<file path="src/rtl/pll_drp_pkg.sv">
// Shared types and constants for the PLL DRP sequencer: FSM states, error codes
// and the layout of one table entry.
package pll_drp_pkg;

    localparam int unsigned DrpAddrW = 7;
    localparam int unsigned DrpDataW = 16;

    localparam logic [1:0] ErrNone  = 2'd0;
    localparam logic [1:0] ErrDrdy  = 2'd1;
    localparam logic [1:0] ErrLock  = 2'd2;
    localparam logic [1:0] ErrCount = 2'd3;

    typedef enum logic [2:0] {
        StIdle,
        StHold,
        StRd,
        StRdWait,
        StWr,
        StWrWait,
        StRelease,
        StLockWait
    } state_e;

    typedef struct packed {
        logic [DrpAddrW-1:0] addr;
        logic [DrpDataW-1:0] mask;
        logic [DrpDataW-1:0] data;
    } tbl_entry_t;

    localparam tbl_entry_t TblDefault = '{addr: '0, mask: '1, data: '0};

    // Keep the masked bits of the old value, take the rest from data.
    function automatic logic [DrpDataW-1:0] rmw(input logic [DrpDataW-1:0] old_val,
                                                input logic [DrpDataW-1:0] mask,
                                                input logic [DrpDataW-1:0] data);
        return (old_val & mask) | (data & ~mask);
    endfunction

endpackage

</file>
<file path="src/rtl/pll_drp_sequencer_if.sv">
// DRP port plus RST/LOCKED of the PLL, seen from the sequencer (master) and the
// PLL (slave).
interface pll_drp_if;
    import pll_drp_pkg::*;

    logic [DrpAddrW-1:0] daddr;
    logic                den;
    logic                dwe;
    logic [DrpDataW-1:0] di;
    logic [DrpDataW-1:0] drp_do;
    logic                drdy;
    logic                pll_rst;
    logic                locked;

    modport master (
        output daddr, den, dwe, di, pll_rst,
        input  drp_do, drdy, locked
    );

    modport slave (
        input  daddr, den, dwe, di, pll_rst,
        output drp_do, drdy, locked
    );

endinterface

</file>
<file path="src/rtl/drp_cfg_table.sv">
// Register file of DRP update entries: synchronous write, asynchronous read,
// asynchronous reset to addr 0 / keep-all mask / zero data.
module drp_cfg_table
    import pll_drp_pkg::*;
#(
    parameter int unsigned NumEntries = 8
) (
    input  logic       clk_i,
    input  logic       rst_ni,
    input  logic       we_i,
    input  logic [4:0] wr_idx_i,
    input  tbl_entry_t wr_entry_i,
    input  logic [4:0] rd_idx_i,
    output tbl_entry_t rd_entry_o
);

    tbl_entry_t entries_q [NumEntries];

    // Out-of-range write indices match no entry and are dropped.
    always_ff @(posedge clk_i or negedge rst_ni) begin
        if (!rst_ni) begin
            for (int i = 0; i < int'(NumEntries); i++) begin
                entries_q[i] <= TblDefault;
            end
        end else if (we_i) begin
            for (int i = 0; i < int'(NumEntries); i++) begin
                if (wr_idx_i == 5'(i)) begin
                    entries_q[i] <= wr_entry_i;
                end
            end
        end
    end

    always_comb begin
        rd_entry_o = TblDefault;
        for (int i = 0; i < int'(NumEntries); i++) begin
            if (rd_idx_i == 5'(i)) begin
                rd_entry_o = entries_q[i];
            end
        end
    end

endmodule

</file>
<file path="src/rtl/pll_drp_sequencer.sv">
// Runs a table of read-modify-write DRP updates with the PLL held in reset,
// then releases the PLL and waits for LOCKED.
module pll_drp_sequencer
    import pll_drp_pkg::*;
#(
    parameter int unsigned NumEntries  = 8,
    parameter int unsigned DrdyTimeout = 64,
    parameter int unsigned LockTimeout = 4096,
    parameter int unsigned RstHold     = 4
) (
    input  logic                clk_i,
    input  logic                rst_ni,
    input  logic                start_i,
    input  logic [5:0]          count_i,
    input  logic                tbl_we_i,
    input  logic [4:0]          tbl_idx_i,
    input  logic [DrpAddrW-1:0] tbl_addr_i,
    input  logic [DrpDataW-1:0] tbl_mask_i,
    input  logic [DrpDataW-1:0] tbl_data_i,
    pll_drp_if.master           drp,
    output logic                busy_o,
    output logic                done_o,
    output logic                err_o,
    output logic [1:0]          err_code_o
);

    localparam int unsigned CntMax =
        (LockTimeout > DrdyTimeout) ? ((LockTimeout > RstHold) ? LockTimeout : RstHold)
                                    : ((DrdyTimeout > RstHold) ? DrdyTimeout : RstHold);
    localparam int unsigned CntW = $clog2(CntMax + 1);

    state_e              state_q, state_d;
    logic [CntW-1:0]     cnt_q, cnt_d;
    logic [4:0]          idx_q, idx_d;
    logic [5:0]          count_q, count_d;
    logic [DrpDataW-1:0] di_q, di_d;
    logic                pll_rst_q, pll_rst_d;
    logic                busy_q, busy_d;
    logic                done_q, done_d;
    logic                err_q, err_d;
    logic [1:0]          err_code_q, err_code_d;

    tbl_entry_t wr_entry;
    tbl_entry_t cur_entry;
    logic       start_ok;
    logic       is_last;

    assign wr_entry = '{addr: tbl_addr_i, mask: tbl_mask_i, data: tbl_data_i};

    drp_cfg_table #(
        .NumEntries(NumEntries)
    ) u_table (
        .clk_i     (clk_i),
        .rst_ni    (rst_ni),
        .we_i      (tbl_we_i && !busy_q),
        .wr_idx_i  (tbl_idx_i),
        .wr_entry_i(wr_entry),
        .rd_idx_i  (idx_q),
        .rd_entry_o(cur_entry)
    );

    assign start_ok = (count_i != 6'd0) && (32'(count_i) <= NumEntries);
    assign is_last  = ({1'b0, idx_q} == (count_q - 6'd1));

    always_comb begin
        state_d    = state_q;
        cnt_d      = cnt_q;
        idx_d      = idx_q;
        count_d    = count_q;
        di_d       = di_q;
        pll_rst_d  = pll_rst_q;
        busy_d     = busy_q;
        done_d     = 1'b0;
        err_d      = 1'b0;
        err_code_d = err_code_q;

        unique case (state_q)
            StIdle: begin
                if (start_i) begin
                    if (start_ok) begin
                        state_d    = StHold;
                        pll_rst_d  = 1'b1;
                        busy_d     = 1'b1;
                        err_code_d = ErrNone;
                        idx_d      = '0;
                        count_d    = count_i;
                        cnt_d      = '0;
                    end else begin
                        err_d      = 1'b1;
                        err_code_d = ErrCount;
                    end
                end
            end
            StHold: begin
                if (cnt_q == CntW'(RstHold - 1)) begin
                    state_d = StRd;
                end else begin
                    cnt_d = cnt_q + CntW'(1);
                end
            end
            StRd: begin
                cnt_d   = CntW'(1);
                state_d = StRdWait;
            end
            StRdWait: begin
                // DRDY on the expiry cycle still counts as a response.
                if (drp.drdy) begin
                    di_d    = rmw(drp.drp_do, cur_entry.mask, cur_entry.data);
                    state_d = StWr;
                end else if (cnt_q == CntW'(DrdyTimeout - 1)) begin
                    err_d      = 1'b1;
                    err_code_d = ErrDrdy;
                    busy_d     = 1'b0;
                    state_d    = StIdle;
                end else begin
                    cnt_d = cnt_q + CntW'(1);
                end
            end
            StWr: begin
                cnt_d   = CntW'(1);
                state_d = StWrWait;
            end
            StWrWait: begin
                if (drp.drdy) begin
                    if (is_last) begin
                        pll_rst_d = 1'b0;
                        state_d   = StRelease;
                    end else begin
                        idx_d   = idx_q + 5'd1;
                        state_d = StRd;
                    end
                end else if (cnt_q == CntW'(DrdyTimeout - 1)) begin
                    // PLL stays in reset: its registers may be half-programmed.
                    err_d      = 1'b1;
                    err_code_d = ErrDrdy;
                    busy_d     = 1'b0;
                    state_d    = StIdle;
                end else begin
                    cnt_d = cnt_q + CntW'(1);
                end
            end
            StRelease: begin
                cnt_d   = CntW'(1);
                state_d = StLockWait;
            end
            StLockWait: begin
                if (drp.locked) begin
                    done_d  = 1'b1;
                    busy_d  = 1'b0;
                    state_d = StIdle;
                end else if (cnt_q == CntW'(LockTimeout - 1)) begin
                    err_d      = 1'b1;
                    err_code_d = ErrLock;
                    busy_d     = 1'b0;
                    state_d    = StIdle;
                end else begin
                    cnt_d = cnt_q + CntW'(1);
                end
            end
            default: state_d = StIdle;
        endcase
    end

    always_ff @(posedge clk_i or negedge rst_ni) begin
        if (!rst_ni) begin
            state_q    <= StIdle;
            cnt_q      <= '0;
            idx_q      <= '0;
            count_q    <= '0;
            di_q       <= '0;
            pll_rst_q  <= 1'b0;
            busy_q     <= 1'b0;
            done_q     <= 1'b0;
            err_q      <= 1'b0;
            err_code_q <= ErrNone;
        end else begin
            state_q    <= state_d;
            cnt_q      <= cnt_d;
            idx_q      <= idx_d;
            count_q    <= count_d;
            di_q       <= di_d;
            pll_rst_q  <= pll_rst_d;
            busy_q     <= busy_d;
            done_q     <= done_d;
            err_q      <= err_d;
            err_code_q <= err_code_d;
        end
    end

    // Table is frozen while busy, so the current entry's address is stable.
    assign drp.daddr   = busy_q ? cur_entry.addr : '0;
    assign drp.den     = (state_q == StRd) || (state_q == StWr);
    assign drp.dwe     = (state_q == StWr);
    assign drp.di      = di_q;
    assign drp.pll_rst = pll_rst_q;

    assign busy_o     = busy_q;
    assign done_o     = done_q;
    assign err_o      = err_q;
    assign err_code_o = err_code_q;

endmodule

</file>
<file path="src/flat_wrapper.sv">
// flat-port wrapper written by rule: the top's interface ports become plain ports
module pll_drp_sequencer_flat import pll_drp_pkg::*;
#(
    parameter int unsigned NumEntries  = 8,
    parameter int unsigned DrdyTimeout = 64,
    parameter int unsigned LockTimeout = 4096,
    parameter int unsigned RstHold     = 4
)
  (clk_i, rst_ni, start_i, count_i, tbl_we_i, tbl_idx_i, tbl_addr_i, tbl_mask_i, tbl_data_i, busy_o, done_o, err_o, err_code_o, drp_daddr, drp_den, drp_dwe, drp_di, drp_pll_rst, drp_drp_do, drp_drdy, drp_locked);
  pll_drp_if drp_i ();
  input  logic clk_i;
  input  logic rst_ni;
  input  logic start_i;
  input  logic [5:0] count_i;
  input  logic tbl_we_i;
  input  logic [4:0] tbl_idx_i;
  input  logic [DrpAddrW-1:0] tbl_addr_i;
  input  logic [DrpDataW-1:0] tbl_mask_i;
  input  logic [DrpDataW-1:0] tbl_data_i;
  output logic busy_o;
  output logic done_o;
  output logic err_o;
  output logic [1:0] err_code_o;
  output wire logic [$bits(drp_i.daddr)-1:0] drp_daddr;
  output wire logic [$bits(drp_i.den)-1:0] drp_den;
  output wire logic [$bits(drp_i.dwe)-1:0] drp_dwe;
  output wire logic [$bits(drp_i.di)-1:0] drp_di;
  output wire logic [$bits(drp_i.pll_rst)-1:0] drp_pll_rst;
  input wire logic [$bits(drp_i.drp_do)-1:0] drp_drp_do;
  input wire logic [$bits(drp_i.drdy)-1:0] drp_drdy;
  input wire logic [$bits(drp_i.locked)-1:0] drp_locked;
  assign drp_daddr = drp_i.daddr;
  assign drp_den = drp_i.den;
  assign drp_dwe = drp_i.dwe;
  assign drp_di = drp_i.di;
  assign drp_pll_rst = drp_i.pll_rst;
  assign drp_i.drp_do = drp_drp_do;
  assign drp_i.drdy = drp_drdy;
  assign drp_i.locked = drp_locked;
  pll_drp_sequencer #(.NumEntries(NumEntries), .DrdyTimeout(DrdyTimeout), .LockTimeout(LockTimeout), .RstHold(RstHold)) u_core (.clk_i(clk_i), .rst_ni(rst_ni), .start_i(start_i), .count_i(count_i), .tbl_we_i(tbl_we_i), .tbl_idx_i(tbl_idx_i), .tbl_addr_i(tbl_addr_i), .tbl_mask_i(tbl_mask_i), .tbl_data_i(tbl_data_i), .drp(drp_i), .busy_o(busy_o), .done_o(done_o), .err_o(err_o), .err_code_o(err_code_o));
endmodule
</file>
<file path="config.mk">
export PLATFORM = sky130hd
export DESIGN_NAME = pll_drp_sequencer_flat
export DESIGN_NICKNAME = d
export VERILOG_FILES = /design/src/rtl/pll_drp_pkg.sv /design/src/rtl/pll_drp_sequencer_if.sv /design/src/rtl/drp_cfg_table.sv /design/src/rtl/pll_drp_sequencer.sv /design/src/flat_wrapper.sv
export SDC_FILE = /design/constraint.sdc
export NUM_CORES = 1
export LEC_CHECK = 0
export CAP_MARGIN = 20
export CORE_MARGIN = 2
export CORE_UTILIZATION = 60
export CTS_CLUSTER_SIZE = 20
export DETAILED_ROUTE_END_ITERATION = 16
export GPL_ROUTABILITY_DRIVEN = 0
export GPL_TIMING_DRIVEN = 0
export PLACE_DENSITY = 0.83
export SLEW_MARGIN = 20
export SYNTH_ARGS = -nofsm -noshare
export SYNTH_HDL_FRONTEND = slang
export SYNTH_HIERARCHICAL = 1
export SYNTH_SLANG_ARGS = --single-unit
export TNS_END_PERCENT = 10
</file>
<file path="constraint.sdc">
create_clock -name clk_i -period 3.1 [get_ports clk_i]
set_clock_uncertainty 0.1 [all_clocks]
set_input_delay 0.31 -clock clk_i [delete_from_list [all_inputs] [get_ports clk_i]]
set_output_delay 0.31 -clock clk_i [all_outputs]
set_load 0.01 [all_outputs]
</file>
Word level (Yosys, flattened, before mapping)
Index checks and enable logic that the tools add are counted.
Word-level totals
  flip-flop bits (word level): 361
  latch bits: 0
  bits in writable memories: 0
  ROM bits: 0
  output and inout bits: 31
  word-level logic and storage cells: 167
  memories kept: 0
Operators by class
  $add $sub $neg: 3
  multipliers: 0
  divide/modulo/power cells: 0
  order comparisons: 1
  equality and inequality tests: 39
  shift-type cells: 0
  muxes and demuxes: 58
  bitwise logic cells: 4
  reductions and logical operators: 28
Operators by type and width (count)
  39-bit two-way mux: 8
  13-bit two-way mux: 7
  13-bit case mux with 5 select lines: 1
  5-bit by 3-bit equality test with 1-bit output, second input constant: 8
  16-bit AND: 2
  3-bit two-way mux: 9
  3-bit case mux with 8 select lines: 1
  5-bit by 2-bit equality test with 1-bit output, second input constant: 4
  5-bit two-way mux: 4
  2-bit AND reduction: 9
  1-bit two-way mux: 16
  2-bit != test, second input constant: 8
  16-bit NOT: 1
  16-bit bitwise OR: 1
  13-bit by 1-bit adder with 13-bit output, second input constant: 1
  13-bit by 12-bit equality test with 1-bit output, second input constant: 1
  13-bit by 2-bit equality test with 1-bit output, second input constant: 1
  13-bit by 6-bit equality test with 1-bit output, second input constant: 1
  3-bit equality test, second input constant: 4
  2-bit two-way mux: 6
  6-bit AND reduction: 2
  5-bit by 1-bit equality test with 1-bit output, second input constant: 2
  5-bit zero test: 2
  2-bit by 1-bit != test with 1-bit output, second input constant: 5
  other kinds (25): 29

Depth between registers and ports, before layout
  depth after elaboration: 12
  mapped depth: 10

Cells and area by module
Netlist, hierarchy kept.
By module, submodules not included
  drp_cfg_table: times used 1, cells each 1098, area an instance 14543.9 um^2
  pll_drp_sequencer: times used 1, cells each 300, area an instance 2866.5 um^2

Worst setup path after synthesis
Ideal clock, no wire load.
  path type: register to register
  start point: reg u_core.cnt_q[9]
  end point: reg u_core.cnt_q[0]
  setup time: 0.125 ns
  arrival: 2.112 ns
  data required time: 2.875 ns
  setup slack: 0.763 ns
  stages on the path, launching flop included: 6
  buffers on the path: 0
  clock period less this slack: 2.337 ns
  cells stage by stage: dfrtp_1 -> or4_4 -> or4_4 -> o221ai_4 -> nor2_4 -> mux2_4
On the way
  cells in the longest elaborated chain, start to end: 3
  elaborated cells between the ends (all ways): 7
  classes of those cells: eq/ne: 6; reduce/logical: 1
Ends and longest elaborated chain
  from (decl): RTL line pll_drp_sequencer.sv:33  | logic [CntW-1:0] cnt_q, cnt_d;
  from (signal assigned): RTL line pll_drp_sequencer.sv:178  | cnt_q <= cnt_d;
  13-bit by 12-bit equality test with 1-bit output (tied with other cells): RTL line pll_drp_sequencer.sv:151  | end else if (cnt_q == CntW'(LockTimeout - 1)) begin
  2-bit != test (no line)
  7-bit AND reduction (no line) *
Mark *: on every way between the ends. The rest lies on a longest branch, timed or not.
A chain may end at the register's enable or synchronous reset.

==> reports/qor.txt <==
Status = complete, but fails checks
First-pass GRT wire length = 75500 microns
Initial antenna violation count = 0
Clock root buffer = clkbuf_16
Top-area cell type share of the netlist area = 33.5%
RSZ-0062 raised after global routing = yes
IO buf count = 101
Pin count of the biggest net entering global routing = 83
#FFs+latches synth = 361
Crit. End Element = output port
Drt drc = 0
Count of buffer and inverter cells on the critical path = 4
CTS tree = yes
Grt ovf = 0
Worst Setup Slack, final = -53.5 ps
Worst vdd ir = 0.000749 V
Worst path required time = 2690 ps
Share of layout cells above drive strength 1 = 40.5%
Gr usage total = 32.3%
Syn_nets = 1473
Top delay family on crit path = buffers and inverters
Most Frequent Cell on Critical Path = buf_4
Final core occ = 71.7%
Worst setup SP type = register
Layout Nets = 1625
Most used routing layer = met2
Placed cells = 1887
Initial core utilization = 60.8%
Critical path, cell by cell = buf_4 -> buf_4 -> buf_4 -> a211oi_1 -> a21o_1 -> and2_1 -> clkdlybuf4s50_1
Ports = 103
Clock sink total = 361
Setup-failing EPs final = 2
Syn Area/Cell = 12.5 sq um
Final period util = 102%
DRT Wirelength = 49400 microns
Core area = 0.0286 sq mm
Routing usage on met2 = 50.2%
Yosys top cell by area = dfrtp_1
Sequential area share after synthesis = 52.8%
Warnings from Yosys = 6
Post-synth EDFFs = 0
Relative slew slack = 30.8%
Hold Path Class = in2async
Critical Path Source = u_core/idx_q[2]
Worst-margin pin slew = 1040 ps
H-Tree Level Count = 2
Vias per Instance = 6.53
Most frequently used flop master after synthesis = dfrtp_1
Commonest cells post-synth = 340 x mux2_2, 233 x dfrtp_1, 128 x dfstp_2
Failing checks = negative setup slack
Vias = 12800
Leakage = 0.00895 uW
Max Buffers Root-to-Sink = 3
CTS clk-pin slew, worst paths = 60 ps
Final HPWL DP = 32400 microns
Synthesized cell area = 0.0174 sq mm
Site row count = 62
Non-filler instance count after layout = 1963
ANT nets after route = 0
Critical path class = reg2out
Fmax = 317 MHz
Starting DRT DRC Count = 1327
Max-cap violation count = 0
Ant. Diodes = 0
Max incr delay on CP = 540 ps
Die Span Y = 174 microns
Setup TNS = -99.6 ps
Post-Place Worst Slack = -195 ps
Crit Reg-Reg Startpoint = u_core/idx_q[3]
Crit-path max FO = 10
CP max stage cell = clkdlybuf4s50_1
Top-count cell post-synth = mux2_2
Num CTS Buffers = 39
Clock insertion delay at the later pin of the skew report = 530 ps
Max Slew Vio Count = 0
Mapped Cells = 1398
DR pass1 iterations = 5
PwrDens = 921 mW/mm^2
Final Hold Viols = 0
M3 GR Usage = 8.55%
GR Util met1 = 41.3%
Largest cells by area after synthesis = dfrtp_1 33%, mux2_2 22%, dfstp_2 19%, mux2i_1 2.4%, nor2_1 1.9%
Die ar. = 0.0304 sq mm
Fillcell total = 1862
Ys async rst share = 100%
Period minus WS final = 3150 ps
Synth cell types = 69
Number of global-route vias before repair = 13300
Die W = 174 microns
Critical path arrival = 2740 ps
Area growth syn-to-layout = 17.9%
Wirelength per Cell = 25.2 microns
Hold WS = 196 ps
worst reg2reg max path: stages, from the launching register on:
cell	delay, ps
dfrtp_1	510
or2_1	210
clkbuf_1	270
or3_1	280
buf_2	350
o22ai_1	140
a211oi_1	460
mux2i_1	270
o21ai_0	90
through the flow:
step,total power (uW),cell area (sq um)
4_1_cts,18700,20500
3_3_place_gp,13400,18900
5_1_grt,19600,20500
6_report,18900,20500
3_5_place_dp,13600,19000
2_1_floorplan,11200,17400
where the power goes:
group / leakage [uW] / internal [uW] / total [uW] / switching [uW]
logic: 0.00395 / 3140 / 6960 / 3820
registers: 0.00436 / 6350 / 7140 / 794
clock network: 0.000638 / 2940 / 4800 / 1860
total: 0.00895 / 12400 / 18900 / 6480
layout by cell type (no fill, tap or decap), types with 6 or more instances in the layout:
cell	count
dfstp_2	128
a21oi_1	38
a222oi_1	16
buf_6	19
and2_1	14
or4_1	6
clkbuf_1	34
dfrtp_1	230
mux2i_1	41
mux2_2	340
buf_4	21
inv_1	10
o22ai_1	20
buf_2	31
nand3_1	14
or3_1	6
clkdlybuf4s50_1	95
a211oi_1	25
nand2b_1	8
a221oi_1	16
nand2_1	73
clkbuf_16	41
nor2b_1	17
a31oi_1	6
a21o_1	6
o21ai_0	59
o2bb2ai_1	28
o31ai_1	22
nor2_1	85
cells by family after synthesis:
kind of cell             after synthesis  share of synthesized area (%)
adder cells (fa/ha/maj)                3                          0.216
multiplexers                         389                           25.0
flip-flops                           361                           52.8
AND/OR/NAND/NOR                      264                           7.47
AO/OA/AOI/OAI                        267                           10.9
XOR/XNOR                               6                          0.302
buffers and inverters                108                           3.33
metal layers:
layer	routed length [microns]	share of wire, %
met5	0	0
met3	4980	10
met1	19100	39
met2	22600	46
met4	2780	5.6
sequential cells by signal, summed over array words and instances, names as in the netlist:
name	count
u_core/state_q	3
u_core/err_o	1
u_core/cnt_q	13
u_core/busy_o	1
u_core/err_code_o	2
u_core/idx_q	5
u_core/drp.pll_rst	1
u_core/u_table/entries_q	312
u_core/done_o	1
u_core/drp.di	16
u_core/count_q	6
area by class of cell:
| cell class | count | area, sq um | area share, % |
|---|---|---|---|
| buffer | 97 | 658 | 3.21 |
| clock buffer | 58 | 1130 | 5.50 |
| clock inverter | 12 | 189 | 0.920 |
| inverter | 10 | 37.5 | 0.183 |
| multi-input combinational | 929 | 7660 | 37.3 |
| sequential | 361 | 9200 | 44.8 |
| tap | 384 | 480 | 2.34 |
| timing repair buffer | 112 | 1180 | 5.74 |
what timing repair did:
action / CTS / global route
gates resized for setup: 51 / 12
setup endpoints to repair: 7 / 7
pin swaps: 4 / 3
hold buffers: 1 / 0
gates cloned: 0 / 0
setup buffers: 6 / 0
endpoints found under the hold margin: 60 / 0
path summary, 6_finish.rpt:
kind | to | slack, ps | cells past startpoint
worst max-delay path | drp_daddr[6] | -50 | 7
worst min-delay path | u_core/u_table/entries_q[188] | 200 | 2
worst max register to register | u_core/drp.di[13] | 270 | 8
worst min register to register | u_core/drp.di[8] | 380 | 2
max in group asynchronous | u_core/idx_q[0] | 1220 | 5
min in group clk_i | u_core/state_q[1] | 290 | 4
Power figures use the tool's default switching activity.
==> RTL change: new RTL, same flow settings <==
Encoding of `state_e`: now Gray code (3 bits for 8 states).
--- a/src/rtl/pll_drp_pkg.sv
+++ b/src/rtl/pll_drp_pkg.sv
@@ -11,14 +11,14 @@
     localparam logic [1:0] ErrCount = 2'd3;
 
     typedef enum logic [2:0] {
-        StIdle,
-        StHold,
-        StRd,
-        StRdWait,
-        StWr,
-        StWrWait,
-        StRelease,
-        StLockWait
+        StIdle     = 3'b000,
+        StHold     = 3'b001,
+        StRd       = 3'b011,
+        StRdWait   = 3'b010,
+        StWr       = 3'b110,
+        StWrWait   = 3'b111,
+        StRelease  = 3'b101,
+        StLockWait = 3'b100
     } state_e;
 
     typedef struct packed {
Check against the original RTL: same outputs for any inputs over 4 cycles, from zero or initial values and one cycle with rst_ni low; so few cycles prove little.
==> RTL change against the unedited design <==
- the flow still finishes with violations (setup timing)
- sequential cell count did not move
- total power fell by 3.1%
- wire length fell by 2.9%
- sequential power fell by 1%
- worst hold slack got worse by 0.0063 ns
- final cell count fell by 0.36%
- area after synthesis barely moved
- final area fell by 0.51%
- via count fell by 1.0%
- utilization fell by 0.37 points
- worst setup slack got worse by 0.023 ns
- critical endpoint unchanged
==> RTL change: results (changes against the unedited design) <==
\begin{tabular}{lr}
\hline
Metric & Value \\
\hline
\multicolumn{2}{l}{\textbf{Cells and area}} \\
FILL cells & 1943 (was 1862) \\
Fraction of final layout cells with drive strength greater than 1 & 0.404 (was 0.405) \\
Final-stage net count & 1618 (was 1625) \\
\multicolumn{2}{l}{\textbf{Timing}} \\
Worst Max-Slew Pin Slew & 0.956 ns (was 1.04 ns) \\
Crit path setup slack, layout & -0.0762 ns (was -0.0535 ns) \\
Final Setup Violations & 3 (was 2) \\
Period utilisation layout & 1.02 (about the same) \\
\multicolumn{2}{l}{\textbf{Synthesis}} \\
Top cells by area in the synthesized netlist & sky130\_fd\_sc\_hd\_\_dfrtp\_1 34\%, sky130\_fd\_sc\_hd\_\_mux2\_2 22\%, sky130\_fd\_sc\_hd\_\_dfstp\_2 19\%, sky130\_fd\_sc\_hd\_\_mux2i\_1 2.4\%, sky130\_fd\_sc\_hd\_\_nor2\_1 2.4\% (was sky130\_fd\_sc\_hd\_\_dfrtp\_1 33\%, sky130\_fd\_sc\_hd\_\_mux2\_2 22\%, sky130\_fd\_sc\_hd\_\_dfstp\_2 19\%, sky130\_fd\_sc\_hd\_\_mux2i\_1 2.4\%, sky130\_fd\_sc\_hd\_\_nor2\_1 1.9\%) \\
Number of distinct library cells after synthesis & 72 (was 69) \\
Post-synthesis compound-gate area fraction & 0.109 (about the same) \\
Share of cell area taken by muxes after synthesis & 0.251 (was 0.250) \\
Post-synthesis adder-cell area fraction & 0.00216 (about the same) \\
Syn Nets & 1468 (was 1473) \\
Register area share after synthesis & 0.528 (about the same) \\
\multicolumn{2}{l}{\textbf{Global route}} \\
Via count of the first global-routing pass & 13300 (about the same) \\
Antenna violations before repair & 1 (was 0) \\
First-pass GRT wire length & 75000 um (was 75500 um) \\
Gr usage total & 0.319 (was 0.323) \\
\multicolumn{2}{l}{\textbf{Routing}} \\
Post-detailed-route wirelength per cell & 24.5 um (was 25.2 um) \\
Via/cell ratio & 6.49 (was 6.53) \\
First DRT Iteration DRCs & 1550 (was 1327) \\
First-pass detailed-route iteration total & 6 (was 5) \\
\multicolumn{2}{l}{\textbf{Setup path}} \\
Worst endpoint data arrival time & 2.77 ns (was 2.74 ns) \\
Peak per-stage delay on the critical path & 0.56 ns (was 0.54 ns) \\
\multicolumn{2}{l}{\textbf{Run status}} \\
Violations in the final reports & setup timing (unchanged) \\
Run status & finished, violations left (unchanged) \\
\multicolumn{2}{l}{\textbf{Power}} \\
Highest ir drop seen on vdd & 0.000513 V (was 0.000749 V) \\
Leak Pwr & 0.00891 uW (was 0.00895 uW) \\
\multicolumn{2}{l}{\textbf{Placement}} \\
Port Buf Inserts & 102 (was 101) \\
Detailed placement HPWL & 32200 um (was 32400 um) \\
\hline
\end{tabular}
-- RTL change: cell types whose count changed in the layout (fill, tap and decap cells not counted), sizes merged, moves of 4 or more --
cell,before,now
nor2,89,110
o21ai,60,40
a21oi,38,56
nand2,74,59
o31ai,22,14
or4,9,2
o41ai,2,8
clkbuf,87,92
buf,79,75
bufinv,5,1
nand3,14,10
o2111ai,0,4
or3,7,3
-- RTL change: worst paths after layout --
check	end	startpoint	slack, ns
setup / recovery	drp_daddr[6]	u_core/idx_q[1]	-0.08
hold / removal	u_core/cnt_q[9]	rst_ni	0.19
setup reg to reg	u_core/drp.di[15]	u_core/idx_q[0]	0.24
hold reg to reg	u_core/err_code_o[0]	u_core/err_code_o[0]	0.39
max in group asynchronous	u_core/u_table/entries_q[289]	rst_ni	1.33
min in group clk_i	u_core/drp.di[13]	drp_drp_do[13]	0.32
-- RTL change: power breakdown --
group	internal, uW	total [uW]	switching [uW]
Combinational	3000	6730	3730
Sequential	6290	7040	752
Clock	2700	4540	1840
-- RTL change: final cells by class --
class	instances	area, um2	area share
Buffer	96	636	0.0311
Clock buffer	62	1180	0.0580
Clock inverter	8	70.1	0.00343
Inverter	8	30.0	0.00147
Multi-Input combinational cell	926	7680	0.376
Sequential cell	361	9200	0.450
Tap cell	384	480	0.0235
Timing Repair Buffer	111	1150	0.0564
-- RTL change: what timing repair did --
action	in CTS	in global routing
hold buffers	1	0
cloned	0	0
pin swaps	5	0
gates resized for setup	52	6
endpoints found under the hold margin	59	0
buffers inserted	5	0
setup endpoints to repair	7	6
-- RTL change: critical path: cells and delay by family, from the launching register on --
family          cells  cell delay [ns]
compound gates      1             0.13
buf+inv             4             1.22
flops               1             0.40
simple gates        3             0.48
-- RTL change: logic make-up (layout without fill, tap and decap cells) --
kind of cell | after synthesis | in the layout
AOI/OAI and AO/OA | 263 | 263
xor gates and xnor gates | 9 | 9
adders and majority gates | 3 | 3
buffers and inverters | 106 | 285
DFF | 361 | 361
muxes | 391 | 391
and+or+nand+nor | 260 | 260
-- RTL change: metrics by stage --
stage / worst slack [ns] / cells / utilization / hold slack (ns)
after floorplan: 0.885 / 1393 / - / -0.0856
after global placement: -13.31 / 1879 / 0.660 / 0.368
after detailed placement: -0.184 / 1882 / 0.663 / 0.157
after CTS: -0.0544 / 1956 / 0.713 / 0.207
after global routing: -0.147 / 1956 / 0.714 / 0.224
final: -0.0762 / 1956 / 0.714 / 0.189
-- RTL change: metal layers --
layer / part of all wire / track usage / vias to the layer above
li1: - / - / 5446
met1: 0.40 / 0.423 / 6515
met2: 0.47 / 0.513 / 600
met3: 0.081 / 0.0586 / 133
met4: 0.042 / 0.145 / 2
met5: 0.00023 / 0 / -
